[config.mk]
export PLATFORM = sky130hd
export DESIGN_NAME = led_fader
export DESIGN_NICKNAME = d
export VERILOG_FILES = /design/src/rtl/led_fader.sv
export SDC_FILE = /design/constraint.sdc
export NUM_CORES = 1
export LEC_CHECK = 0
export CAP_MARGIN = 20
export CORE_UTILIZATION = 45
export CTS_BUF_LIST = sky130_fd_sc_hd__clkbuf_4 sky130_fd_sc_hd__clkbuf_8
export DETAILED_ROUTE_END_ITERATION = 16
export DONT_BUFFER_PORTS = 1
export PLACE_DENSITY = 0.57
export SLEW_MARGIN = 30
export SYNTH_ARGS = -nofsm -noshare
export SYNTH_HDL_FRONTEND = slang
export SYNTH_SLANG_ARGS = --single-unit
[constraint.sdc]
create_clock -name clk -period 2.8 [get_ports clk]
set_clock_uncertainty 0.1 [all_clocks]
set_input_delay 0.56 -clock clk [delete_from_list [all_inputs] [get_ports clk]]
set_output_delay 0.56 -clock clk [all_outputs]
set_load 0.02 [all_outputs]
[src/rtl/led_fader.sv]
// PWM LED output stage: accepts an on/off pattern over valid/ready and fades
// every channel toward its target with a saturating, tick-paced level ramp.
module led_fader #(
  parameter int CHANNELS  = 5,
  parameter int PWM_BITS  = 8,
  parameter int STEP_LOG2 = 12,
  parameter int FADE_STEP = 16
) (
  input  logic                clk,
  input  logic                reset,
  input  logic [CHANNELS-1:0] pattern,
  input  logic                pat_valid,
  output logic                pat_ready,
  output logic [CHANNELS-1:0] led
);

  localparam logic [PWM_BITS-1:0] MAX    = {PWM_BITS{1'b1}};
  localparam logic [PWM_BITS:0]   STEP_W = (PWM_BITS + 1)'(FADE_STEP);
  localparam logic [PWM_BITS-1:0] STEP_N = PWM_BITS'(FADE_STEP);

  typedef enum logic [0:0] {
    IDLE   = 1'b0,
    FADING = 1'b1
  } state_t;

  state_t              state_r;
  logic                ready_r;
  logic [CHANNELS-1:0] target_r;
  logic [CHANNELS-1:0] led_r;
  logic [PWM_BITS-1:0] pwm_cnt_r;
  logic [STEP_LOG2-1:0] presc_r;
  logic [PWM_BITS-1:0] level_r      [CHANNELS];
  logic [PWM_BITS-1:0] level_next_s [CHANNELS];
  logic [CHANNELS-1:0] at_goal_s;
  logic [CHANNELS-1:0] led_next_s;
  logic                tick_s;
  logic                done_s;

  assign tick_s    = &presc_r;
  assign done_s    = &at_goal_s;
  assign pat_ready = ready_r;
  assign led       = led_r;

  // Per-channel saturating fade step, goal detection and PWM compare.
  always_comb begin
    logic [PWM_BITS:0] sum_v;
    sum_v = '0;
    for (int i = 0; i < CHANNELS; i++) begin
      level_next_s[i] = level_r[i];
      at_goal_s[i]    = 1'b0;
      led_next_s[i]   = 1'b0;
    end
    for (int i = 0; i < CHANNELS; i++) begin
      sum_v = {1'b0, level_r[i]} + STEP_W;
      if (target_r[i]) begin
        level_next_s[i] = (sum_v > {1'b0, MAX}) ? MAX : sum_v[PWM_BITS-1:0];
        at_goal_s[i]    = (level_r[i] == MAX);
      end else begin
        level_next_s[i] = ({1'b0, level_r[i]} >= STEP_W) ? (level_r[i] - STEP_N) : '0;
        at_goal_s[i]    = (level_r[i] == '0);
      end
      led_next_s[i] = (level_r[i] == MAX) ? 1'b1 : (level_r[i] > pwm_cnt_r);
    end
  end

  // Counters, registered LED drive and the IDLE/FADING handshake FSM.
  always_ff @(posedge clk) begin
    if (reset) begin
      state_r   <= IDLE;
      ready_r   <= 1'b1;
      target_r  <= '0;
      led_r     <= '0;
      pwm_cnt_r <= '0;
      presc_r   <= '0;
      for (int i = 0; i < CHANNELS; i++) begin
        level_r[i] <= '0;
      end
    end else begin
      pwm_cnt_r <= pwm_cnt_r + PWM_BITS'(1'b1);
      presc_r   <= presc_r + STEP_LOG2'(1'b1);
      led_r     <= led_next_s;
      case (state_r)
        IDLE: begin
          if (pat_valid) begin
            target_r <= pattern;
            state_r  <= FADING;
            ready_r  <= 1'b0;
          end
        end
        FADING: begin
          if (tick_s) begin
            for (int i = 0; i < CHANNELS; i++) begin
              level_r[i] <= level_next_s[i];
            end
          end
          if (done_s) begin
            state_r <= IDLE;
            ready_r <= 1'b1;
          end
        end
        default: begin
          state_r <= IDLE;
          ready_r <= 1'b1;
        end
      endcase
    end
  end

endmodule

Word level (Yosys, flattened, before mapping)

Memories as Yosys holds them, arrays and structs flattened.
Cells that the tools add are included.

Equality and inequality tests: 7
Bitwise operators: 6
Multiplexer cells: 42
Add/sub/neg operators: 12
Reductions and logical operators: 9
$lt $le $gt $ge: 15

Operators by type and width:

| kind                                                                             | number |
|---|---|
| 8-bit 2-to-1 mux                                                                 | 20 |
| 8-bit by 5-bit adder with 9-bit output (second input constant)                   | 5 |
| 9-bit by 8-bit greater-than comparator with 1-bit output (second input constant) | 5 |
| 8-bit equality test (second input constant)                                      | 5 |
| 8-bit by 5-bit >= comparator with 1-bit output (second input constant)           | 5 |
| 8-bit greater-than comparator                                                    | 5 |
| 8-bit logical NOT                                                                | 5 |
| 8-bit by 5-bit subtractor with 8-bit output (second input constant)              | 5 |
| 1-bit 2-to-1 mux                                                                 | 20 |
| 12-bit by 1-bit adder with 12-bit output (second input constant)                 | 1 |
| 12-bit AND reduction                                                             | 1 |
| 8-bit by 1-bit adder with 8-bit output (second input constant)                   | 1 |
| 1-bit OR                                                                         | 5 |
| 5-bit AND reduction                                                              | 1 |
| 1-bit case mux with 2 select lines                                               | 2 |
| 2-bit AND reduction                                                              | 2 |
| 2-bit by 1-bit inequality test with 1-bit output (second input constant)         | 1 |
| 2-bit inequality test (second input constant)                                    | 1 |
| 1-bit NOT                                                                        | 1 |

Flip-flop bits (word level): 32
Memories: 1
RAM bits: 40
Output and inout bits: 6

Memories:

| memory  | words | bits a word | rd ports | clocked after Yosys merged registers in | wr ports | RTL line | RTL |
|---|---|---|---|---|---|---|---|
| level_r | 5     | 8           | 5        | 0                                       | 5        | 32       | `logic [PWM_BITS-1:0] level_r [CHANNELS];` |

Longest topological paths before layout

Gate-level depths: netlist of run 1.

Depth after elaboration: 6
Gate-level depth with buffers: 7
Mapped depth without buffers: 6

Worst setup path after synthesis of run 1

OpenSTA, ideal clock, no wires.

Path type: flip-flop to flip-flop
From: mem level_r[1][4] (netlist: level_r[0][12])
To: mem level_r[1][2] (netlist: level_r[0][10]), enable pin
Path buffers: 0
Setup slack: 0.690 ns
Cell stages (with the launch flop): 7
Arrival time: 1.702 ns
Period minus slack after synthesis: 2.110 ns
Cell sequence: edfxtp_1 > inv_1 > ha_1 > nor4bb_1 > maj3_1 > nand3_1 > a31oi_1

RTL lines:

| what        | RTL line |
|---|---|
| from (decl) | 32 |

==> insert_results.sql, run 1 <==
INSERT INTO impl_metrics (metric_group, metric, value, unit) VALUES
('clocking', 'cts_made_buffers', '9', ''),
('floorplan', 'die_width', '100', 'um'),
('clocking', 'holdBufCountCts', '0', ''),
('synthesis', 'postSynthAreaPerCell', '9.26', 'um2'),
('route', 'vias', '3463', ''),
('flow_run', 'max_cap_viol_count', '0', ''),
('worst_setup_path', 'cp-start-kind', 'flip-flop', ''),
('worst_setup_path', 'crit_fanout', '9', ''),
('cells_and_area', 'layout.cell_area.non_filler', '0.00464', 'mm2'),
('floorplan', 'io_pins', '14', ''),
('synthesis', 'yosysTopAreaCell', 'sky130_fd_sc_hd__ha_1', ''),
('grt', 'grt_start_max_net_pins', '38', ''),
('floorplan', 'chipHeight', '100', 'um'),
('run_status', 'run_status', 'finished clean', ''),
('sta', 'rsz0062_at_grt', 'false', ''),
('sta', 'slew_viol_final', '0', ''),
('grt', 'grt_pass1_wl', '15800', 'um'),
('synthesis', 'synth_cells', '470', ''),
('synthesis', 'synth_most_common_cell', 'sky130_fd_sc_hd__ha_1', ''),
('synthesis', 'ys_top_cells_by_area', 'sky130_fd_sc_hd__ha_1, sky130_fd_sc_hd__edfxtp_1, sky130_fd_sc_hd__dfxtp_1, sky130_fd_sc_hd__nor2_1, sky130_fd_sc_hd__a21oi_1', ''),
('route', 'routedLengthMet1', '4660', 'um'),
('placement', 'numPortBuffers', '0', ''),
('grt', 'global_route.usage.total', '0.203', ''),
('worst_setup_path', 'crit_start', 'level_r[0][12]$_SDFFCE_PN0P_', ''),
('synthesis', 'dominantRegCellSynth', 'sky130_fd_sc_hd__dfxtp_1', ''),
('clocking', 'cts_setup_buffers', '0', ''),
('clocking', 'insertion_delay', '0.35', 'ns'),
('worst_hold_path', 'hold_path_class', 'in2reg', ''),
('clocking', 'clock_h_tree_levels', '3', ''),
('sta', 'max_clock_freq', '435', 'MHz'),
('clocking', 'clk_path_buf_depth', '2', ''),
('clocking', 'clkSinkCount', '57', ''),
('route', 'routed_wl', '9530', 'um'),
('power', 'vdd.ir_drop.worst', '0.000226', 'V'),
('sta', 'slew-limit-headroom', '0.489', ''),
('route', 'dr.pass1.iters', '4', ''),
('floorplan', 'floorplan.initialDensity', '0.469', ''),
('cells_and_area', 'share_of_final_layout_standard_cells_stronger_than_drive_strength_1', '0.0593', ''),
('floorplan', 'num_rows', '35', ''),
('sta', 'fin_tns_setup', '0', 'ns'),
('synthesis', 'synth_seq_area_share', '0.320', ''),
('route', 'routed-wl-met2', '4340', 'um'),
('synthesis', 'ys_top_cells_by_count', 'sky130_fd_sc_hd__ha_1, sky130_fd_sc_hd__nor2_1, sky130_fd_sc_hd__dfxtp_1', ''),
('placement', 'dp_slack', '0.509', 'ns'),
('sta', 'min_period', '2.30', 'ns'),
('route', 'met3WireLength', '392', 'um'),
('synthesis', 'synth-seq-cells', '57', ''),
('clocking', 'clock_tree_from_tritoncts', 'built', ''),
('route', 'post_route_antenna_net_violation_count', '0', ''),
('route', 'route.detailed.wl_per_inst', '15.9', 'um'),
('synthesis', 'synth_nets', '545', ''),
('sta', 'worst_slack', '0.499', 'ns'),
('placement', 'postPlaceCellArea', '0.00444', 'mm2'),
('worst_setup_path', 'worst_r2r_startpoint', 'level_r[0][12]$_SDFFCE_PN0P_', ''),
('clocking', 'clk_root_buffer_cell', 'sky130_fd_sc_hd__clkbuf_8', ''),
('synthesis', 'synth_top_area_share', '0.193', ''),
('power', 'power.density_cell_area', '427', 'mW/mm2'),
('cells_and_area', 'areaGrowthSynthToFinish', '6.61', '%'),
('worst_setup_path', 'end_kind', 'flip-flop', ''),
('grt', 'grt_overflow_total', '0', ''),
('worst_setup_path', 'worstSetupPathType', 'reg2reg', ''),
('worst_setup_path', 'worstPathArrival', '2.26', 'ns'),
('route', 'drt_iter0_drc', '178', ''),
('power', 'cellLeakagePower', '1.79', 'nW'),
('synthesis', 'synth_edf_count', '25', ''),
('clocking', 'cts-resized-gates', '0', ''),
('clocking', 'path_clk_slew', '0.07', 'ns'),
('cells_and_area', 'n_antenna_cell', '0', ''),
('worst_hold_path', 'timing.hold.worst.start', 'reset', ''),
('synthesis', 'yosys_warnings', '0', ''),
('synthesis', 'syn-cell-area', '0.00435', 'mm2');
## layout by cell type, fill, tap and decap left out, types with 8 or more instances in the layout
cell,Yosys,routed
sky130_fd_sc_hd__a211oi_1,12,12
sky130_fd_sc_hd__a21o_1,11,11
sky130_fd_sc_hd__a21oi_1,29,29
sky130_fd_sc_hd__a31oi_1,13,13
sky130_fd_sc_hd__clkbuf_8,0,10
sky130_fd_sc_hd__dfxtp_1,32,32
sky130_fd_sc_hd__edfxtp_1,25,25
sky130_fd_sc_hd__ha_1,67,67
sky130_fd_sc_hd__inv_1,29,29
sky130_fd_sc_hd__nand2_1,19,19
sky130_fd_sc_hd__nand2b_1,12,12
sky130_fd_sc_hd__nand3_1,20,20
sky130_fd_sc_hd__nand4_1,14,14
sky130_fd_sc_hd__nor2_1,39,39
sky130_fd_sc_hd__nor2b_1,13,13
sky130_fd_sc_hd__nor3_1,16,16
sky130_fd_sc_hd__o211ai_1,8,8
sky130_fd_sc_hd__or3_1,8,8
sky130_fd_sc_hd__xnor2_1,16,16
sky130_fd_sc_hd__xor2_1,9,9
## per-stage QoR
stage	cells	hold slack, ns
finish	601	0.178
global placement	585	0.326
floorplan	470	0.318
CTS	601	0.162
global route	601	0.158
detailed placement	585	0.340
## final cells by class
type	count	area, um2
Clock buffer	10	138
Clock inverter	6	62.6
Fill cell	909	4640
Inverter	29	109
Multi-Input combinational cell	366	2750
Sequential cell	57	1390
Tap cell	129	161
Timing Repair Buffer	4	30.0
## flip-flops by register name, summed over array words and instances (netlist names)
| name | flops |
|---|---|
| level_r | 25 |
| state_r | 1 |
| pat_ready | 1 |
| led | 5 |
| presc_r | 12 |
| pwm_cnt_r | 8 |
| target_r | 5 |
## report_power, final
part | switching [mW] | internal (mW) | total (mW)
sequential | 0.0603 | 0.898 | 0.958
combinational | 0.119 | 0.105 | 0.224
clock | 0.362 | 0.438 | 0.800
## per-layer routing
metal  vias up  global-route usage
met5         -                   0
met4         0              0.0591
met3        15              0.0397
met2        66               0.329
met1      1638               0.275
li1       1744                   -
## worst max-delay path, cell delays in order, from the launching register on
cell                       delay [ns]
sky130_fd_sc_hd__edfxtp_1        0.50
sky130_fd_sc_hd__inv_1           0.14
sky130_fd_sc_hd__ha_1            0.33
sky130_fd_sc_hd__nor4bb_1        0.29
sky130_fd_sc_hd__maj3_1          0.25
sky130_fd_sc_hd__nand3_1         0.17
sky130_fd_sc_hd__a31oi_1         0.23
## cell families after synthesis
group	share of synthesized area
compound gates	0.168
xor+xnor	0.0503
fa+ha+maj	0.195
buf+inv	0.0489
flops	0.320
mux	0.0115
simple gates	0.207
## final timing paths
kind,cells past startpoint,slack (ns),to
setup / recovery,6,0.50,level_r[0][10]$_SDFFCE_PN0P_
hold / removal,1,0.18,presc_r[5]$_SDFF_PP0_
setup reg to reg,6,0.50,level_r[0][10]$_SDFFCE_PN0P_
hold reg to reg,1,0.34,presc_r[0]$_SDFF_PP0_
Power figures use the tool's default switching activity.
==> inputs of run 2 (changes only) <==
--- a/config.mk
+++ b/config.mk
@@ -10,7 +10,7 @@
 export CTS_BUF_LIST = sky130_fd_sc_hd__clkbuf_4 sky130_fd_sc_hd__clkbuf_8
 export DETAILED_ROUTE_END_ITERATION = 16
 export DONT_BUFFER_PORTS = 1
-export PLACE_DENSITY = 0.57
+export PLACE_DENSITY = 0.59
 export SLEW_MARGIN = 30
 export SYNTH_ARGS = -nofsm -noshare
 export SYNTH_HDL_FRONTEND = slang
==> constraint.sdc (replaced) <==
create_clock -name clk -period 1.99 [get_ports clk]
set_clock_uncertainty 0.1 [all_clocks]
set_input_delay 0.398 -clock clk [delete_from_list [all_inputs] [get_ports clk]]
set_output_delay 0.398 -clock clk [all_outputs]
set_load 0.02 [all_outputs]
==> run 2 against run 1 <==
Sequential cell count stayed put. Worst setup slack worse by 0.49 ns. Non-clock buffer count grew 49. Final area rose by 12%. Sequential power up 40%. Combinational power grew 81%. Count of clock-buffer cells in the layout fell by 1. Critical path depth unchanged. Highest routed layer unchanged.
==> insert_results.sql, run 2 (synthesis results as in run 1) <==
INSERT INTO impl_metrics (metric_group, metric, value, unit) VALUES
('worst_setup_path', 'critPathTopFamily', 'compound AO/OA/AOI/OAI gates', ''),
('worst_setup_path', 'crit_fanout', '5', ''),
('grt', 'antenna_found_initial', '0', ''),
('cells_and_area', 'layout.cells.most_common_list', 'sky130_fd_sc_hd__ha_1, sky130_fd_sc_hd__buf_4, sky130_fd_sc_hd__nor2_1', ''),
('grt', 'vias_in_the_first_global_route', '3549', ''),
('grt', 'global_route.usage.total', '0.221', ''),
('floorplan', 'die_area', '0.0101', 'mm2'),
('run_status', 'run_status', 'finished clean', ''),
('worst_setup_path', 'end_kind', 'flip-flop', ''),
('cells_and_area', 'layout_top_registers', 'level_r x25, presc_r x12, pwm_cnt_r x8', ''),
('sta', 'fin_tns_setup', '0', 'ns'),
('floorplan', 'num_rows', '35', ''),
('route', 'vias', '3660', ''),
('placement', 'detailed_place_hpwl', '7400', 'um'),
('worst_setup_path', 'critical-path-max-stage-delay', '0.43', 'ns'),
('cells_and_area', 'num-fill-cells', '841', ''),
('route', 'avgViaCountPerCell', '5.63', ''),
('worst_setup_path', 'cp-start-kind', 'flip-flop', ''),
('worst_setup_path', 'crit_path_cell_trace', 'inv_2, ha_1, and4bb_2, a21oi_1, a311o_1, a31oi_1', ''),
('sta', 'worst_slack', '0.00640', 'ns'),
('route', 'remaining_routing_drc_violations', '0', ''),
('floorplan', 'core_region_area', '0.00928', 'mm2'),
('cells_and_area', 'commonest_non_fill_non_tap_cell_in_the_layout', 'sky130_fd_sc_hd__ha_1', ''),
('worst_setup_path', 'timing.critical_path.required', '1.94', 'ns'),
('sta', 'max_slew.worst_pin.slew', '0.518', 'ns'),
('sta', 'timing.final.setup_violations', '0', ''),
('route', 'post_route_antenna_net_violation_count', '0', ''),
('route', 'dr.pass1.iters', '4', ''),
('worst_setup_path', 'worstPathArrival', '1.94', 'ns'),
('sta', 'slew-limit-headroom', '0.653', ''),
('grt', 'grt_start_max_net_pins', '27', ''),
('floorplan', 'die_width', '100', 'um'),
('cells_and_area', 'top_register', 'level_r', ''),
('sta', 'min_period', '1.98', 'ns'),
('power', 'vdd.ir_drop.worst', '0.000320', 'V'),
('sta', 'timing.hold.ws', '0.0217', 'ns'),
('placement', 'dp_slack', '-0.0588', 'ns'),
('clocking', 'clkSinkCount', '57', ''),
('worst_setup_path', 'critical_path.n_buffers_inverters', '1', ''),
('cells_and_area', 'areaGrowthSynthToFinish', '19.5', '%'),
('clocking', 'path_clk_slew', '0.08', 'ns'),
('worst_hold_path', 'hold_path_class', 'in2reg', ''),
('floorplan', 'io_pins', '14', ''),
('flow_run', 'max_cap_viol_count', '0', ''),
('worst_setup_path', 'worstSetupPathType', 'reg2reg', ''),
('grt', 'grt_overflow_total', '0', ''),
('cells_and_area', 'n_antenna_cell', '0', ''),
('sta', 'rsz0062_at_grt', 'true', ''),
('power', 'power.density_cell_area', '576', 'mW/mm2'),
('clocking', 'clock_h_tree_levels', '3', ''),
('power', 'cellLeakagePower', '2.04', 'nW'),
('clocking', 'clk_root_buffer_cell', 'sky130_fd_sc_hd__clkbuf_8', ''),
('placement', 'numPortBuffers', '0', ''),
('sta', 'hold_violations', '0', ''),
('route', 'drt_iter0_drc', '107', ''),
('cells_and_area', 'regArea', '0.00139', 'mm2'),
('cells_and_area', 'final_nets', '591', ''),
('floorplan', 'chipHeight', '100', 'um'),
('cells_and_area', 'multiInputGateArea', '0.00290', 'mm2'),
('cells_and_area', 'largest_reg_flops', '25', ''),
('clocking', 'insertion_delay', '0.34', 'ns'),
('sta', 'period_share', '0.997', ''),
('sta', 'max_clock_freq', '504', 'MHz'),
('clocking', 'clock_tree_from_tritoncts', 'built', ''),
('sta', 'slew_viol_final', '0', ''),
('placement', 'gpl.final_weighted_congestion', '0.836', ''),
('cells_and_area', 'share_of_final_layout_standard_cells_stronger_than_drive_strength_1', '0.207', ''),
('grt', 'grt_pass1_wl', '17300', 'um'),
('floorplan', 'floorplan.initialDensity', '0.469', ''),
('route', 'route.detailed.wl_per_inst', '16.0', 'um'),
('route', 'routed_wl', '10400', 'um'),
('clocking', 'clk_path_buf_depth', '2', ''),
('worst_setup_path', 'critPathSlowestCell', 'sky130_fd_sc_hd__edfxtp_1', ''),
('clocking', 'cts_made_buffers', '9', '');
-- run 2: path summary, 6_finish.rpt --
path,startpoint,endpoint,slack [ns],cells past startpoint
worst max register to register,level_r[0][20]$_SDFFCE_PN0P_,level_r[0][18]$_SDFFCE_PN0P_,0.006,6
worst min register to register,presc_r[0]$_SDFF_PP0_,presc_r[0]$_SDFF_PP0_,0.35,1
worst max-delay path,level_r[0][20]$_SDFFCE_PN0P_,level_r[0][18]$_SDFFCE_PN0P_,0.006,6
worst min-delay path,reset,pwm_cnt_r[7]$_SDFF_PP0_,0.02,1
-- run 2: area by class of cell --
cell class                      instances  share of cell area
Multi-Input combinational cell        366               0.558
Sequential cell                        57               0.268
Clock buffer                            9              0.0238
Inverter                               29              0.0209
Tap cell                              129              0.0310
Timing Repair Buffer                   53              0.0789
Clock inverter                          7              0.0195
-- run 2: power breakdown --
| group | switching [mW] | internal, mW | total (mW) |
|---|---|---|---|
| Sequential | 0.0740 | 1.26 | 1.34 |
| Combinational | 0.207 | 0.199 | 0.406 |
| Clock | 0.535 | 0.718 | 1.25 |
-- run 2: metal layers --
metal | track usage | wire, um | vias to the layer above
met2 | 0.376 | 5170 | 51
li1 | - | - | 1842
met4 | 0.0624 | 128 | 0
met1 | 0.285 | 4760 | 1752
met5 | 0 | 0 | -
met3 | 0.0418 | 376 | 15
-- run 2: timing repair --
| item | CTS | global route |
|---|---|---|
| hold buffers | 1 | 1 |
| gates resized for setup | 5 | 26 |
| setup endpoints to repair | 4 | 33 |
| pin swaps | 4 | 16 |
| endpoints found under the hold margin | 12 | 3 |
| buffers inserted | 3 | 8 |
-- run 2: through the flow --
| stage | power [mW] | cell area, um2 | instances | utilization |
|---|---|---|---|---|
| finish | 3.00 | 5200 | 650 | 0.561 |
| global route | 3.14 | 5200 | 650 | 0.561 |
| CTS | 3.01 | 5030 | 641 | 0.542 |
| detailed placement | 1.73 | 4740 | 621 | 0.510 |
| global placement | 1.71 | 4740 | 621 | 0.510 |
| floorplan | 1.62 | 4380 | 470 | - |
==> inputs of run 3 (changes only) <==
--- a/config.mk
+++ b/config.mk
@@ -7,7 +7,8 @@
 export LEC_CHECK = 0
 export CAP_MARGIN = 20
 export CORE_UTILIZATION = 45
-export CTS_BUF_LIST = sky130_fd_sc_hd__clkbuf_4 sky130_fd_sc_hd__clkbuf_8
+export CTS_BUF_LIST = sky130_fd_sc_hd__clkbuf_8
+export CTS_CLUSTER_DIAMETER = 50
 export DETAILED_ROUTE_END_ITERATION = 16
 export DONT_BUFFER_PORTS = 1
 export PLACE_DENSITY = 0.59
==> constraint.sdc (replaced) <==
create_clock -name clk -period 1.99 [get_ports clk]
set_clock_uncertainty 0.1 [all_clocks]
set_input_delay 0.398 -clock clk [delete_from_list [all_inputs] [get_ports clk]]
set_output_delay 0.398 -clock clk [all_outputs]
set_load 0.005 [all_outputs]
==> run 3 against run 2 <==
The flow now finishes with violations (negative setup slack). Combinational power about the same. Critical path type unchanged. Clock power about the same. Critical path depth unchanged. Via count decreased by 0.44%. Fmax decreased by 0.38%.
==> insert_results.sql, run 3 (synthesis results as in run 1) <==
INSERT INTO impl_metrics (metric_group, metric, value, unit) VALUES
('run_status', 'run_status', 'finished, violations left', ''),
('run_status', 'failed_checks', 'negative setup slack', ''),
('sta', 'slew-limit-headroom', '0.651', ''),
('power', 'cellLeakagePower', '2.01', 'nW'),
('cells_and_area', 'share_of_final_layout_standard_cells_stronger_than_drive_strength_1', '0.198', ''),
('cells_and_area', 'layout.cell_area.non_filler', '0.00518', 'mm2'),
('sta', 'max_slew.worst_pin.slew', '0.522', 'ns'),
('power', 'power.density_cell_area', '577', 'mW/mm2'),
('worst_setup_path', 'worstPathArrival', '1.94', 'ns'),
('route', 'route.detailed.wl_per_inst', '16.1', 'um'),
('worst_setup_path', 'timing.rr.end', 'level_r[0][18]$_SDFFCE_PN0P_', ''),
('clocking', 'clk_path_buf_depth', '2', ''),
('floorplan', 'die_area', '0.0101', 'mm2'),
('route', 'post_route_antenna_net_violation_count', '0', ''),
('clocking', 'insertion_delay', '0.34', 'ns'),
('worst_setup_path', 'end_kind', 'flip-flop', ''),
('clocking', 'clock_tree_from_tritoncts', 'built', ''),
('placement', 'postPlaceCellArea', '0.00474', 'mm2'),
('cells_and_area', 'layout.cells.most_common_list', 'sky130_fd_sc_hd__ha_1, sky130_fd_sc_hd__buf_4, sky130_fd_sc_hd__nor2_1', ''),
('clocking', 'cts_made_buffers', '9', ''),
('floorplan', 'die_width', '100', 'um'),
('sta', 'timing.final.setup_violations', '1', ''),
('floorplan', 'floorplan.initialDensity', '0.469', ''),
('cells_and_area', 'largest_reg_flops', '25', ''),
('sta', 'timing.hold.ws', '0.0159', 'ns'),
('cells_and_area', 'commonest_non_fill_non_tap_cell_in_the_layout', 'sky130_fd_sc_hd__ha_1', ''),
('worst_setup_path', 'worstSetupPathType', 'reg2reg', ''),
('floorplan', 'chipHeight', '100', 'um'),
('worst_setup_path', 'crit_fanout', '5', ''),
('flow_run', 'max_cap_viol_count', '0', ''),
('worst_hold_path', 'timing.hold.worst_path_depth', '1', ''),
('floorplan', 'io_pins', '14', ''),
('placement', 'dp_slack', '-0.0469', 'ns'),
('worst_setup_path', 'cp-start-kind', 'flip-flop', ''),
('sta', 'slew_viol_final', '0', ''),
('route', 'avgViaCountPerCell', '5.66', ''),
('grt', 'vias_in_the_first_global_route', '3542', ''),
('worst_hold_path', 'hold_path_class', 'in2reg', ''),
('grt', 'grt_pass1_wl', '17100', 'um'),
('cells_and_area', 'areaGrowthSynthToFinish', '19.0', '%'),
('worst_hold_path', 'timing.hold.worst.start', 'reset', ''),
('sta', 'max_clock_freq', '502', 'MHz'),
('clocking', 'path_clk_slew', '0.08', 'ns'),
('clocking', 'clk_root_buffer_cell', 'sky130_fd_sc_hd__clkbuf_8', ''),
('route', 'vias', '3644', ''),
('grt', 'grt_start_max_net_pins', '29', ''),
('grt', 'antenna_found_initial', '0', ''),
('sta', 'min_period', '1.99', 'ns'),
('route', 'routed_wl', '10300', 'um'),
('sta', 'worst_slack', '-0.00109', 'ns'),
('route', 'dr.pass1.iters', '4', ''),
('sta', 'hold_violations', '0', ''),
('cells_and_area', 'top_register', 'level_r', ''),
('cells_and_area', 'finalCoreUtilization', '0.558', ''),
('worst_hold_path', 'timing.hold.worst_endpoint', 'pwm_cnt_r[0]$_SDFF_PP0_', ''),
('sta', 'rsz0062_at_grt', 'true', ''),
('route', 'remaining_routing_drc_violations', '0', ''),
('floorplan', 'num_rows', '35', ''),
('sta', 'fin_tns_setup', '-0.00109', 'ns'),
('grt', 'grt_overflow_total', '0', ''),
('clocking', 'clkSinkCount', '57', ''),
('clocking', 'clock_h_tree_levels', '3', ''),
('grt', 'global_route.usage.total', '0.219', ''),
('power', 'vdd.ir_drop.worst', '0.000325', 'V'),
('worst_setup_path', 'critical-path-max-stage-delay', '0.43', 'ns'),
('worst_setup_path', 'r2r.worst_path.cells', '6', ''),
('sta', 'period_share', '1.00', ''),
('cells_and_area', 'layout_top_registers', 'level_r x25, presc_r x12, pwm_cnt_r x8', ''),
('cells_and_area', 'n_antenna_cell', '0', ''),
('cells_and_area', 'final_nets', '585', ''),
('cells_and_area', 'final-instance-count-excl-fill', '644', ''),
('power', 'fin_total_pwr', '2.99', 'mW'),
('worst_setup_path', 'crit_path_cell_trace', 'inv_2, ha_4, and4bb_2, a21oi_1, a311o_1, a31oi_1', ''),
('placement', 'gpl.final_weighted_congestion', '0.836', ''),
('placement', 'numPortBuffers', '0', ''),
('worst_setup_path', 'timing.critical_path.required', '1.94', 'ns'),
('placement', 'numPlacedInstances', '621', ''),
('route', 'drt_iter0_drc', '130', ''),
('worst_setup_path', 'ff2ff_setup_slack', '-0.001', 'ns'),
('floorplan', 'core_region_area', '0.00928', 'mm2'),
('worst_setup_path', 'critical_path.n_buffers_inverters', '1', ''),
('worst_setup_path', 'critPathTopFamily', 'compound AO/OA/AOI/OAI gates', ''),
('placement', 'detailed_place_hpwl', '7370', 'um'),
('worst_setup_path', 'critPathSlowestCell', 'sky130_fd_sc_hd__edfxtp_1', ''),
('worst_setup_path', 'worst_r2r_startpoint', 'level_r[0][20]$_SDFFCE_PN0P_', '');
-- run 3: worst max-delay path by stage --
stage | startpoint | endpoint | slack (ns) | cells past startpoint
2_1_floorplan | level_r[0][20]$_SDFFCE_PN0P_ | level_r[0][18]$_SDFFCE_PN0P_ | -0.03 | 6
3_3_place_gp | level_r[0][20]$_SDFFCE_PN0P_ | level_r[0][18]$_SDFFCE_PN0P_ | -0.02 | 6
3_5_place_dp | level_r[0][20]$_SDFFCE_PN0P_ | level_r[0][18]$_SDFFCE_PN0P_ | -0.05 | 6
4_1_cts | level_r[0][12]$_SDFFCE_PN0P_ | level_r[0][10]$_SDFFCE_PN0P_ | -0.0004 | 6
5_1_grt | level_r[0][12]$_SDFFCE_PN0P_ | level_r[0][10]$_SDFFCE_PN0P_ | -0.07 | 6
6_report | level_r[0][20]$_SDFFCE_PN0P_ | level_r[0][18]$_SDFFCE_PN0P_ | -0.001 | 6
-- run 3: metal layers --
metal | track usage | up-vias | wire length, um
met5 | 0 | - | 0
met2 | 0.377 | 59 | 5080
met4 | 0.0647 | 0 | 64
met3 | 0.0355 | 7 | 320
li1 | - | 1826 | -
met1 | 0.281 | 1752 | 4870
-- run 3: area by class of cell --
type                    count  area (um2)
clock buffers               9         124
repair buffers             47         365
inverters                  29         109
fillers                   863        4100
flip-flops and latches     57        1390
clock inverters             7         101
multi-input cells         366        2930
well taps                 129         161
-- run 3: what timing repair did --
| item | CTS | global route |
|---|---|---|
| hold buffers | 1 | 1 |
| endpoints found under the hold margin | 10 | 2 |
| resized for setup | 4 | 28 |
| setup buffers | 1 | 4 |
| pin swaps | 4 | 13 |
| endpoints found under the setup margin | 4 | 36 |
-- run 3: report_power, final --
group	switching [mW]	internal [mW]
logic	0.206	0.196
registers	0.0635	1.26
clock network	0.544	0.718
total	0.814	2.18
